==> src/rtl/i2c_transaction_sequencer.sv <==
// I2C transaction sequencer: buffers host register read/write commands in a
// small FIFO, launches them one at a time on the byte master through its
// enable/busy handshake, and returns each result in a single response slot.
// Optional per-transaction timeout is built when I2C_SEQ_TIMEOUT_EN is defined.
module i2c_transaction_sequencer #(
    parameter int DATA_WIDTH     = 8,
    parameter int REGISTER_WIDTH = 8,
    parameter int ADDR_WIDTH     = 7,
    parameter int FIFO_DEPTH     = 4,
    parameter int TIMEOUT_CYCLES = 1000000
) (
    input  logic                         clock,
    input  logic                         reset,
    input  logic                         cmd_valid,
    output logic                         cmd_ready,
    input  logic                         cmd_read_write,
    input  logic [ADDR_WIDTH-1:0]        cmd_device_address,
    input  logic [REGISTER_WIDTH-1:0]    cmd_register_address,
    input  logic [DATA_WIDTH-1:0]        cmd_data,
    output logic                         rsp_valid,
    input  logic                         rsp_ready,
    output logic                         rsp_read_write,
    output logic [DATA_WIDTH-1:0]        rsp_data,
    output logic                         rsp_error,
    output logic [$clog2(FIFO_DEPTH):0]  fifo_count,
    output logic                         master_enable,
    output logic                         master_read_write,
    output logic [ADDR_WIDTH-1:0]        master_device_address,
    output logic [REGISTER_WIDTH-1:0]    master_register_address,
    output logic [DATA_WIDTH-1:0]        master_mosi_data,
    input  logic [DATA_WIDTH-1:0]        master_miso_data,
    input  logic                         master_busy
);

    localparam int PW = $clog2(FIFO_DEPTH);
    localparam int CW = PW + 1;

    typedef struct packed {
        logic                      rw;
        logic [ADDR_WIDTH-1:0]     dev;
        logic [REGISTER_WIDTH-1:0] reg_a;
        logic [DATA_WIDTH-1:0]     data;
    } cmd_t;

    typedef enum logic [1:0] {S_IDLE, S_LAUNCH, S_WAIT_DONE, S_RESPOND} state_t;

    cmd_t                      mem_q [FIFO_DEPTH];
    logic [PW-1:0]             wr_ptr_q, rd_ptr_q;
    logic [CW-1:0]             count_q, count_d;
    logic                      cmd_ready_q;
    state_t                    state_q;
    logic                      master_enable_q, master_rw_q;
    logic [ADDR_WIDTH-1:0]     master_dev_q;
    logic [REGISTER_WIDTH-1:0] master_reg_q;
    logic [DATA_WIDTH-1:0]     master_mosi_q;
    logic                      rsp_valid_q, rsp_rw_q;
    logic [DATA_WIDTH-1:0]     rsp_data_q;
    logic                      push, pop, tmo_hit;
    cmd_t                      cmd_in, head;

    assign cmd_in = '{rw: cmd_read_write, dev: cmd_device_address,
                      reg_a: cmd_register_address, data: cmd_data};
    assign head   = mem_q[rd_ptr_q];
    assign push   = cmd_valid && cmd_ready_q;
    // A stale busy (e.g. left over from before reset or a timeout) holds off the next launch.
    assign pop    = (state_q == S_IDLE) && (count_q != '0) && !rsp_valid_q && !master_busy;

    // Next occupancy; a simultaneous push and pop leaves it unchanged.
    always_comb begin
        count_d = count_q;
        if (push && !pop)
            count_d = count_q + CW'(1);
        else if (!push && pop)
            count_d = count_q - CW'(1);
    end

    // Command FIFO storage, pointers and a registered ready (held low in reset).
    always_ff @(posedge clock) begin
        if (push)
            mem_q[wr_ptr_q] <= cmd_in;
        if (reset) begin
            wr_ptr_q    <= '0;
            rd_ptr_q    <= '0;
            count_q     <= '0;
            cmd_ready_q <= 1'b0;
        end else begin
            if (push)
                wr_ptr_q <= wr_ptr_q + PW'(1);
            if (pop)
                rd_ptr_q <= rd_ptr_q + PW'(1);
            count_q     <= count_d;
            cmd_ready_q <= (count_d != CW'(FIFO_DEPTH));
        end
    end

`ifdef I2C_SEQ_TIMEOUT_EN
    localparam int TW = $clog2(TIMEOUT_CYCLES + 1);
    logic [TW-1:0] tmo_cnt_q;
    logic          rsp_error_q;

    assign tmo_hit   = (tmo_cnt_q == TW'(TIMEOUT_CYCLES - 1));
    assign rsp_error = rsp_error_q;

    // Transaction age: restarts on each launch, runs through launch and wait.
    always_ff @(posedge clock) begin
        if (reset || pop)
            tmo_cnt_q <= '0;
        else if ((state_q == S_LAUNCH || state_q == S_WAIT_DONE) && !tmo_hit)
            tmo_cnt_q <= tmo_cnt_q + TW'(1);
    end
`else
    assign tmo_hit   = 1'b0;
    assign rsp_error = 1'b0;
`endif

    // Transaction FSM with registered master request and response slot.
    always_ff @(posedge clock) begin
        if (reset) begin
            state_q         <= S_IDLE;
            master_enable_q <= 1'b0;
            master_rw_q     <= 1'b0;
            master_dev_q    <= '0;
            master_reg_q    <= '0;
            master_mosi_q   <= '0;
            rsp_valid_q     <= 1'b0;
            rsp_rw_q        <= 1'b0;
            rsp_data_q      <= '0;
`ifdef I2C_SEQ_TIMEOUT_EN
            rsp_error_q     <= 1'b0;
`endif
        end else begin
            case (state_q)
                S_IDLE: begin
                    if (pop) begin
                        master_enable_q <= 1'b1;
                        master_rw_q     <= head.rw;
                        master_dev_q    <= head.dev;
                        master_reg_q    <= head.reg_a;
                        master_mosi_q   <= head.data;
                        state_q         <= S_LAUNCH;
                    end
                end
                // Enable stays up until the master's divider tick picks it up.
                S_LAUNCH: begin
                    if (tmo_hit) begin
                        master_enable_q <= 1'b0;
                        rsp_rw_q        <= master_rw_q;
                        rsp_data_q      <= '0;
                        rsp_valid_q     <= 1'b1;
`ifdef I2C_SEQ_TIMEOUT_EN
                        rsp_error_q     <= 1'b1;
`endif
                        state_q         <= S_RESPOND;
                    end else if (master_busy) begin
                        master_enable_q <= 1'b0;
                        state_q         <= S_WAIT_DONE;
                    end
                end
                S_WAIT_DONE: begin
                    if (!master_busy) begin
                        rsp_rw_q    <= master_rw_q;
                        rsp_data_q  <= master_rw_q ? master_miso_data : '0;
                        rsp_valid_q <= 1'b1;
                        state_q     <= S_RESPOND;
                    end else if (tmo_hit) begin
                        rsp_rw_q    <= master_rw_q;
                        rsp_data_q  <= '0;
                        rsp_valid_q <= 1'b1;
`ifdef I2C_SEQ_TIMEOUT_EN
                        rsp_error_q <= 1'b1;
`endif
                        state_q     <= S_RESPOND;
                    end
                end
                S_RESPOND: begin
                    if (rsp_ready) begin
                        rsp_valid_q <= 1'b0;
`ifdef I2C_SEQ_TIMEOUT_EN
                        rsp_error_q <= 1'b0;
`endif
                        state_q     <= S_IDLE;
                    end
                end
                default: state_q <= S_IDLE;
            endcase
        end
    end

    assign cmd_ready               = cmd_ready_q;
    assign fifo_count              = count_q;
    assign master_enable           = master_enable_q;
    assign master_read_write       = master_rw_q;
    assign master_device_address   = master_dev_q;
    assign master_register_address = master_reg_q;
    assign master_mosi_data        = master_mosi_q;
    assign rsp_valid               = rsp_valid_q;
    assign rsp_read_write          = rsp_rw_q;
    assign rsp_data                = rsp_data_q;

endmodule

==> config.mk <==
export PLATFORM = sky130hd
export DESIGN_NAME = i2c_transaction_sequencer
export DESIGN_NICKNAME = d
export VERILOG_FILES = /design/src/rtl/i2c_transaction_sequencer.sv
export SDC_FILE = /design/constraint.sdc
export NUM_CORES = 1
export LEC_CHECK = 0
export CORE_ASPECT_RATIO = 1.4
export CORE_MARGIN = 2
export CORE_UTILIZATION = 58
export DETAILED_ROUTE_END_ITERATION = 10
export GPL_TIMING_DRIVEN = 0
export PLACE_DENSITY_LB_ADDON = 0.05
export SYNTH_ARGS = -nofsm -noshare
export SYNTH_HDL_FRONTEND = slang
export SYNTH_SLANG_ARGS = --single-unit
==> constraint.sdc <==
create_clock -name clock -period 2.5 [get_ports clock]
set_input_delay 0.5 -clock clock [delete_from_list [all_inputs] [get_ports clock]]
set_output_delay 0.5 -clock clock [all_outputs]
set_load 0.03 [all_outputs]
==> results.md <==
* Status: complete, no violations
* Final Max Slew Viols at 0
* Distinct cells, synth at 40
* Global placement routability congestion at 0.770
* Clk pin slew, worst setup/hold paths at 0.06 ns
* Power Total at 7.04 mW
* Area contributors post-synth: edfxtp_1 53%, dfxtp_1 16%, mux4_2 9.9%
* Die width at 86.1 µm
* Max Cap Violations at 0
* Power Dens Cells at 1020 nW/µm²
* Avg Inst Size Synth at 14.9 µm²
* Crit Path Max Fanout at 10
* CP top delay family: simple AND/OR/NAND/NOR gates
* Clock buffer count from CTS at 17
* Final net count at 509
* Slew headroom at 10.2%
* Area growth from synthesis to layout at 26.2%
* Crit-path cells: inv_1, ha_1, nor3b_2, nand2_1, clkbuf_1, nand2_1, a21oi_1
* Vias in the first global route at 3309
* Post-Syn Area at 5470 µm²
* Share of cells above drive strength 1 at 15.0%
* Asr flop ratio synth at 0%
* Worst hold slack at 0.452 ns
* Cell mode on critical path: nand2_1
* Crit Path Category: flip-flop to flip-flop
* Commonest cells in the netlist: 96 x edfxtp_1, 67 x nand2_1, 45 x dfxtp_1
* H-tree depth at 4
* Startpoint types: flip-flop
* Total Wirelength at 10.3 mm
* Yosys warns at 0
* Setup Fix Bufs, Post-CTS at 0
* Num ports at 77
* Number of diodes at 0
* Filler cell count at 585
* Fmax at 454 MHz
* CP endpoint kind: flip-flop
* Period minus WS final at 2.20 ns
* Routed WL per cell at 17.7 µm
* Final setup vio count at 0
* Post-synth EDFFs at 96
* Slowest stage delay, CP at 0.41 ns
* Final Cycle Share at 88.2%
* Core Util, Final at 76.0%
* Largest net degree at the start of global routing at 25
* Starting DRT DRC Count at 143
* Synth Flop Type: edfxtp_1
* Worst IR Drop VDD at 727 µV
* CP required at 2.77 ns
* Setup TNS at 0 ns
* GRT overflow at 0
* Leak Pwr at 2.31 nW
* GRT Resource Usage Total at 21.8%
* Via count at 3230
* # DRC at 0
* Root Driver: clkbuf_16
* Most numerous cell in the Yosys netlist: edfxtp_1
* DR pass1 iterations at 4
* Yosys top cell by area: edfxtp_1
* Port bufs at 73
* PostCTS Resize Cnt at 0
* Final antenna-violating net count at 0
* Hold_buf cts at 0
* Post-synthesis sequential area ratio at 69.2%
* Crit-path slowest cell: nor3b_2
* Initial Utilization at 60.2%
* Area fraction of the dominant cell type after synthesis at 52.7%
* Worst path arrival time at 2.47 ns
* #FFs+latches synth at 141
* Die ar. at 10200 µm²
* Die Height at 119 µm
* Via density at 5.57
* Core area at 9080 µm²
* Worst slew pin tran at 1.35 ns
* Hold/Removal Path Class: flip-flop to flip-flop
* First-pass GRT wire length at 16.4 mm
* Final Hold Vio Count at 0
* Antenna violations before repair at 0
* Mapped Nets at 417
* Worst-Skew Late Latency at 0.42 ns
* CTS tree: yes
* Rows at 41
* Worst Path Buf+Inv at 2
* Fin Clk Skew at 0.00570 ns
* Clock Tree Buf Depth at 2
* Cells after synthesis at 368
* Dpl hpwl at 6.68 mm
* RSZ-0062 raised after global routing: no
* # clock sinks at 141
[layer usage]
layer	track usage (%)	vias up	wire length (µm)
met5	0	-	0
met3	6.58	18	435
met4	7.64	0	153
met2	38.6	79	5590
met1	24.6	1586	4100
li1	-	1547	-
[worst min-delay path: stages (launching register included)]
cell and delay (ns):
dfxtp_1 0.31, nand2_1 0.05, a21oi_1 0.05
[where the power goes]
part,switching (mW),internal (mW)
sequential,0.125,2.72
clock,1.05,1.32
combinational,1.01,0.814
total,2.19,4.85
[area by class of cell]
class / instances / area, µm² / area share, %
inverter: 7 / 26.3 / 0.381
clock buffer: 17 / 425 / 6.17
timing repair buffer: 73 / 731 / 10.6
sequential: 141 / 3780 / 54.9
buffer: 21 / 105 / 1.52
tap: 107 / 134 / 1.94
multi-input combinational: 199 / 1550 / 22.5
clock inverter: 15 / 140 / 2.03
[sequential cells by signal, indices dropped and copies added, names as in the netlist, 2 cells and up]
register                 count
master_register_address      8
master_device_address        7
rd_ptr_q                     2
wr_ptr_q                     2
master_mosi_data             8
fifo_count                   3
state_q                      2
mem_q                       96
rsp_data                     8
[cells in the final DEF, fill, tap and decap left out, drive strengths merged, types with 3 or more instances in the layout]
cell type | Yosys | routed
clkbuf | 7 | 24
nor2b | 3 | 3
a21oi | 38 | 38
inv | 7 | 19
clkdlybuf4s50 | 0 | 73
and3 | 5 | 5
o21ai | 4 | 4
buf | 14 | 14
edfxtp | 96 | 96
nor2 | 8 | 8
mux4 | 24 | 24
nand3 | 10 | 10
dfxtp | 45 | 45
nand2 | 67 | 67
xnor2 | 4 | 4
ha | 12 | 12
[final timing paths]
kind	from	endpoint	slack [ns]	cells after the start
max	state_q[1]$_SDFFE_PP0P_	master_mosi_data[2]$_SDFFE_PP0P_	0.30	7
max reg2reg	state_q[1]$_SDFFE_PP0P_	master_mosi_data[2]$_SDFFE_PP0P_	0.30	7
min	rsp_data[6]$_SDFFE_PP0P_	rsp_data[6]$_SDFFE_PP0P_	0.45	2
min reg2reg	rsp_data[6]$_SDFFE_PP0P_	rsp_data[6]$_SDFFE_PP0P_	0.45	2
[per-stage QoR]
stage / cell area, µm² / cells / setup slack (ns)
global placement: 6330 / 548 / -0.103
CTS: 6900 / 580 / 0.256
floorplan: 5470 / 368 / 0.686
detailed placement: 6330 / 548 / -0.150
global route: 6900 / 580 / 0.0681
finish: 6900 / 580 / 0.296
[cells by family (layout without fill, tap and decap cells)]
| group | count (synthesis) | in the layout | share of synthesized area, % |
|---|---|---|---|
| fa+ha+maj | 13 | 13 | 2.93 |
| mux | 27 | 27 | 10.5 |
| xor+xnor | 5 | 5 | 0.801 |
| simple gates | 101 | 101 | 8.47 |
| other cells | 1 | 1 | 0.0686 |
| compound gates | 52 | 52 | 5.65 |
| flops | 141 | 141 | 69.2 |
| buf+inv | 28 | 133 | 2.40 |
Note: power is estimated with default switching activity, not from simulation.
